--- src/rtl/bsg_mem_1rw_sync_mask_write_bit_client.sv ---
// Client front-end for a 1rw sync bit-masked RAM: valid/ready requests in, valid/yumi responses out.
// Optional macro BSG_MEM_1RW_CLIENT_WRITE_ACK_EN: writes also return an ack response, flagged on w_o.
module bsg_mem_1rw_sync_mask_write_bit_client #(
  parameter  int width_p       = 1,
  parameter  int els_p         = 1,
  parameter  int resp_els_p    = 2,
  localparam int addr_width_lp = (els_p > 1) ? $clog2(els_p) : 1
) (
  input  logic                     clk_i,
  input  logic                     reset_i,

  input  logic                     v_i,
  output logic                     ready_o,
  input  logic                     w_i,
  input  logic [addr_width_lp-1:0] addr_i,
  input  logic [width_p-1:0]       data_i,
  input  logic [width_p-1:0]       w_mask_i,

  output logic                     v_o,
  output logic [width_p-1:0]       data_o,
`ifdef BSG_MEM_1RW_CLIENT_WRITE_ACK_EN
  output logic                     w_o,
`endif
  input  logic                     yumi_i,

  output logic                     mem_v_o,
  output logic                     mem_w_o,
  output logic [addr_width_lp-1:0] mem_addr_o,
  output logic [width_p-1:0]       mem_data_o,
  output logic [width_p-1:0]       mem_w_mask_o,
  input  logic [width_p-1:0]       mem_data_i
);

  localparam int cnt_w_lp = $clog2(resp_els_p + 1);
  localparam int ptr_w_lp = (resp_els_p > 1) ? $clog2(resp_els_p) : 1;

  // rd_inflight_q: a response arrives from the RAM side this cycle
  logic                rd_inflight_q, rd_inflight_d;
  logic [cnt_w_lp-1:0] count_q, count_d;
  logic [ptr_w_lp-1:0] head_q, head_d, tail_q, tail_d;
  logic [width_p-1:0]  buf_data_q [resp_els_p];

  logic                empty, push, pop;
  logic [cnt_w_lp:0]   credits_used;
  logic [width_p-1:0]  arrive_data;

  function automatic logic [ptr_w_lp-1:0] ptr_inc(input logic [ptr_w_lp-1:0] p);
    if (p == ptr_w_lp'(resp_els_p - 1)) return '0;
    else                                return p + 1'b1;
  endfunction

  // Issue path: straight through, gated only by registered credits
  assign credits_used = {1'b0, count_q} + (cnt_w_lp + 1)'(rd_inflight_q);
  assign ready_o      = ~reset_i & (credits_used < (cnt_w_lp + 1)'(resp_els_p));
  assign mem_v_o      = v_i & ready_o;
  assign mem_w_o      = w_i;
  assign mem_addr_o   = addr_i;
  assign mem_data_o   = data_i;
  assign mem_w_mask_o = w_mask_i;

`ifdef BSG_MEM_1RW_CLIENT_WRITE_ACK_EN
  logic wr_inflight_q, wr_inflight_d;
  logic buf_w_q [resp_els_p];

  assign rd_inflight_d = mem_v_o;
  assign wr_inflight_d = mem_v_o & mem_w_o;
  assign arrive_data   = wr_inflight_q ? '0 : mem_data_i;
  assign w_o           = empty ? wr_inflight_q : buf_w_q[head_q];

  always_ff @(posedge clk_i) begin
    if (reset_i) wr_inflight_q <= 1'b0;
    else         wr_inflight_q <= wr_inflight_d;
  end

  always_ff @(posedge clk_i) begin
    if (push) buf_w_q[tail_q] <= wr_inflight_q;
  end
`else
  assign rd_inflight_d = mem_v_o & ~mem_w_o;
  assign arrive_data   = mem_data_i;
`endif

  // Response side: bypass RAM output when the buffer is empty
  assign empty  = (count_q == '0);
  assign v_o    = ~reset_i & (~empty | rd_inflight_q);
  assign data_o = empty ? arrive_data : buf_data_q[head_q];
  assign pop    = yumi_i & ~empty;
  assign push   = rd_inflight_q & ~(empty & yumi_i);

  always_comb begin
    count_d = count_q;
    head_d  = head_q;
    tail_d  = tail_q;
    if (push) begin
      tail_d = ptr_inc(tail_q);
    end
    if (pop) begin
      head_d = ptr_inc(head_q);
    end
    if (push & ~pop) count_d = count_q + 1'b1;
    else if (pop & ~push) count_d = count_q - 1'b1;
  end

  always_ff @(posedge clk_i) begin
    if (reset_i) begin
      rd_inflight_q <= 1'b0;
      count_q       <= '0;
      head_q        <= '0;
      tail_q        <= '0;
    end else begin
      rd_inflight_q <= rd_inflight_d;
      count_q       <= count_d;
      head_q        <= head_d;
      tail_q        <= tail_d;
    end
  end

  always_ff @(posedge clk_i) begin
    if (push) buf_data_q[tail_q] <= arrive_data;
  end

`ifndef SYNTHESIS
  always_ff @(posedge clk_i) begin
    if (!reset_i) begin
      assert (!(push && count_q == cnt_w_lp'(resp_els_p)));
      assert (!(yumi_i && !v_o));
    end
  end
`endif

endmodule

--- config.mk ---
export PLATFORM = sky130hd
export DESIGN_NAME = bsg_mem_1rw_sync_mask_write_bit_client
export DESIGN_NICKNAME = d
export VERILOG_FILES = /design/src/rtl/bsg_mem_1rw_sync_mask_write_bit_client.sv
export SDC_FILE = /design/constraint.sdc
export NUM_CORES = 1
export LEC_CHECK = 0
export ABC_AREA = 0
export CAP_MARGIN = 25
export CORE_AREA = 2 2 39 41
export CTS_CLUSTER_DIAMETER = 120
export DETAILED_ROUTE_END_ITERATION = 8
export DIE_AREA = 0 0 41 43
export GPL_TIMING_DRIVEN = 0
export PLACE_DENSITY = 0.63
export SYNTH_ARGS = -nofsm -noshare
export SYNTH_HDL_FRONTEND = slang
export SYNTH_SLANG_ARGS = --single-unit
--- constraint.sdc ---
create_clock -name clk_i -period 3.2 [get_ports clk_i]
set_input_delay 0.48 -clock clk_i [delete_from_list [all_inputs] [get_ports clk_i]]
set_output_delay 0.48 -clock clk_i [all_outputs]
set_load 0.005 [all_outputs]
==> results of run 1 <==
==> cell families after synthesis <==
family | count (synthesis)
DFF | 8
AOI/OAI and AO/OA | 8
xor gates and xnor gates | 2
and+or+nand+nor | 15
muxes | 2
buffers and inverters | 7
==> cells in the final DEF (no fill, tap or decap) <==
master           netlist  routed
a211oi_2               1       1
mux2i_1                2       2
nand2b_1               1       1
nand2_1                2       2
o21ai_0                2       2
buf_6                  1       1
xor2_1                 2       2
edfxtp_1               2       2
nor3_1                 1       1
nor3b_1                1       1
clkbuf_4               0       3
buf_2                  1       1
nand3_1                1       1
clkdlybuf4s50_1        0      13
nor3b_4                1       1
nor3_2                 1       1
and2_1                 1       1
nor2_1                 4       4
buf_4                  4       4
dfxtp_1                6       6
a221oi_1               1       1
o21ba_1                1       1
a21oi_1                2       2
o21a_1                 1       1
and2b_1                2       2
inv_1                  1       1
==> through the flow <==
step / total power [W] / utilization / cell area, um^2 / std cells / hold WS, ns
2_1_floorplan: 0.0001271 / - / 422.9 / 42 / 0.4725
3_3_place_gp: 0.0001473 / 0.4141 / 573.1 / 71 / 0.4893
3_5_place_dp: 0.0001477 / 0.4141 / 573.1 / 71 / 0.4953
4_1_cts: 0.0002253 / 0.4304 / 595.6 / 74 / 0.5088
5_1_grt: 0.0002317 / 0.4304 / 595.6 / 74 / 0.5585
6_report: 0.0002222 / 0.4304 / 595.6 / 74 / 0.5050
==> where the power goes <==
part | switching (W) | internal (W)
Clock | 0.0000339 | 0.0000429
Sequential | 0.00000161 | 0.000106
Combinational | 0.0000128 | 0.0000248
Total | 0.0000484 | 0.000174
==> path summary, 6_finish.rpt <==
kind,from,endpoint,slack (ns),cells past startpoint
max,reset_i,mem_v_o,0.76,4
min,head_q,flip-flop,0.51,2
max reg2reg,count_q[1],buf_data_q[1],2.04,3
min reg2reg,head_q,flip-flop,0.51,2
==> routing by layer <==
layer | vias to the layer above | part of all wire | global-route usage | wire [um]
met3 | 2 | 0.068 | 0.04712 | 51
met5 | - | 0 | 0 | 0
met2 | 13 | 0.45 | 0.1375 | 334
met1 | 136 | 0.47 | 0.1396 | 352
met4 | 0 | 0.013 | 0.08000 | 10
li1 | 173 | - | - | -
==> final cells by class <==
| class | instances | area [um^2] | area share |
|---|---|---|---|
| flip-flops and latches | 8 | 180.2 | 0.3025 |
| repair buffers | 13 | 130.1 | 0.2185 |
| plain buffers | 6 | 46.29 | 0.07773 |
| clock buffers | 3 | 22.52 | 0.03782 |
| multi-input cells | 27 | 192.7 | 0.3235 |
| inverters | 1 | 3.754 | 0.006303 |
| well taps | 16 | 20.02 | 0.03361 |
==> worst register-to-register path: stages, from the launching register on <==
cell	delay, ns
dfxtp_1	0.30
buf_2	0.20
nor3b_4	0.08
nor3b_1	0.28
==> impl_metrics.ini, run 1 <==
[clock_network]
path_clk_slew_ns = 0.06
cts_root_buf = clkbuf_4
cts_setup_buffers = 0
cts_buffers = 3
cts_num_sinks = 8
postCtsHoldBufs = 0
worstSkewPairLatency_ns = 0.25
cts_tree = yes
h-tree-depth = 1
ctsResizeCount = 0
cts_max_path_buffers = 2

[worst_setup_path]
cpMaxStageDelayCell = clkdlybuf4s50_1
cp.arrival_ns = 1.96
cpPeakStageDelay_ns = 0.55
cpMostUsedCell = clkdlybuf4s50_1
start_kind = primary input
critPathMaxFanout = 7
end_kind = output pin
crit_chain = clkdlybuf4s50_1 > a211oi_2 > and2_1 > clkdlybuf4s50_1
path_buf_inv = 2
worstSetupPathType = in -> out
critPathRequiredTime_ns = 2.72
path_delay_family = buffers and inverters

[sta]
slew_headroom = 0.8066
fin_ws_ns = 0.7569
hold_viol = 0
finalCritPeriodShare = 0.7635
finalSetupViolCount = 0
finClkSkew_ns = 0.004270
rsz0062_at_grt = no
finalMaxSlewViolations = 0
period_needed_ns = 2.443
tightest_slew_ns = 0.2892
tns_ns = 0
max_freq_ghz = 0.4093

[logic_synthesis]
avgSynthCellArea_um2 = 10.07
synth_area_leaders = dfxtp_1, edfxtp_1, buf_4
synth-simple-area-share = 0.2278
yosys-top-cells-count = dfxtp_1, buf_4, nor2_1
yosys-mux-area-fraction = 0.04734
synth_top_area_share = 0.2840
synth-main-ff-cell = dfxtp_1
ys_async_sr_fraction = 0
ys_seq_area_frac = 0.4260
ys_warn_count = 0
synth_compound_area_frac = 0.1391
ys_seq_elements = 8
synth_cell_types = 24
synth_most_common_cell = dfxtp_1
syn_nets = 51
synth-edff-count = 2
synth_xor_area_frac = 0.04142
syn_area_um2 = 422.9
synth_top_family_by_area = simple AND/OR/NAND/NOR gates
yosys.area.top_type = dfxtp_1
synth_cells = 42
synthAdderAreaFrac = 0

[detailed_routing]
drcViolationCount = 0
first_pass_iters = 3
vias_per_cell = 4.378
via_count = 324
finalWirelength_um = 748
final_antenna_net_count = 0
first_iter_violations = 3
wl_per_cell_um = 10.11

[placement]
gp_congestion = 0.6374
io_buffers = 13
dp_hpwl_um = 574.8
pre_cts_slack_ns = 0.7847

[cells_and_area]
drive_gt1_frac = 0.2069
layout.nets = 69
n_antenna_cell = 0
syn_to_final_growth_pct = 40.83
fillers = 148

[global_routing]
grt-ovfl-total = 0
grt_pass1_vias = 309
grt_pass1_wl_um = 1262
antenna_found_initial = 0
grt_max_degree = 9
track_usage = 0.1088

[pwr]
vdd.ir_drop.worst_v = 0.0001783
p_leak_nw = 0.2349
powerDensity_mw_per_mm2 = 373.1

[floorplanning]
die_y_um = 43
fp.dieW_um = 41
core_area_mm2 = 0.001384
die-area_mm2 = 0.001763
ioPinCount = 17
row_count = 14
initial_utilization = 0.3056

[run]
maxCapViolations = 0

[hold_path]
hp-class = reg -> reg

[run_status]
status = complete, no violations
Note: power is estimated with default switching activity, not from simulation.
==> run 2: changes to the inputs <==
==> constraint.sdc (replaced) <==
create_clock -name clk_i -period 2.35 [get_ports clk_i]
set_input_delay 0.3525 -clock clk_i [delete_from_list [all_inputs] [get_ports clk_i]]
set_output_delay 0.3525 -clock clk_i [all_outputs]
set_load 0.005 [all_outputs]
==> results of run 2 <==
The final DEF is identical to that of run 1. Status: complete, no violations.
Among the figures that moved: setup slack after placement 0.7847 ns -> 0.1897 ns; setup slack after layout 0.7569 ns -> 0.1619 ns; register-to-register setup slack 2.04 ns -> 1.19 ns; total power 0.0002222 W -> 0.0003026 W; worst IR drop on VDD 0.0001783 V -> 0.0002427 V
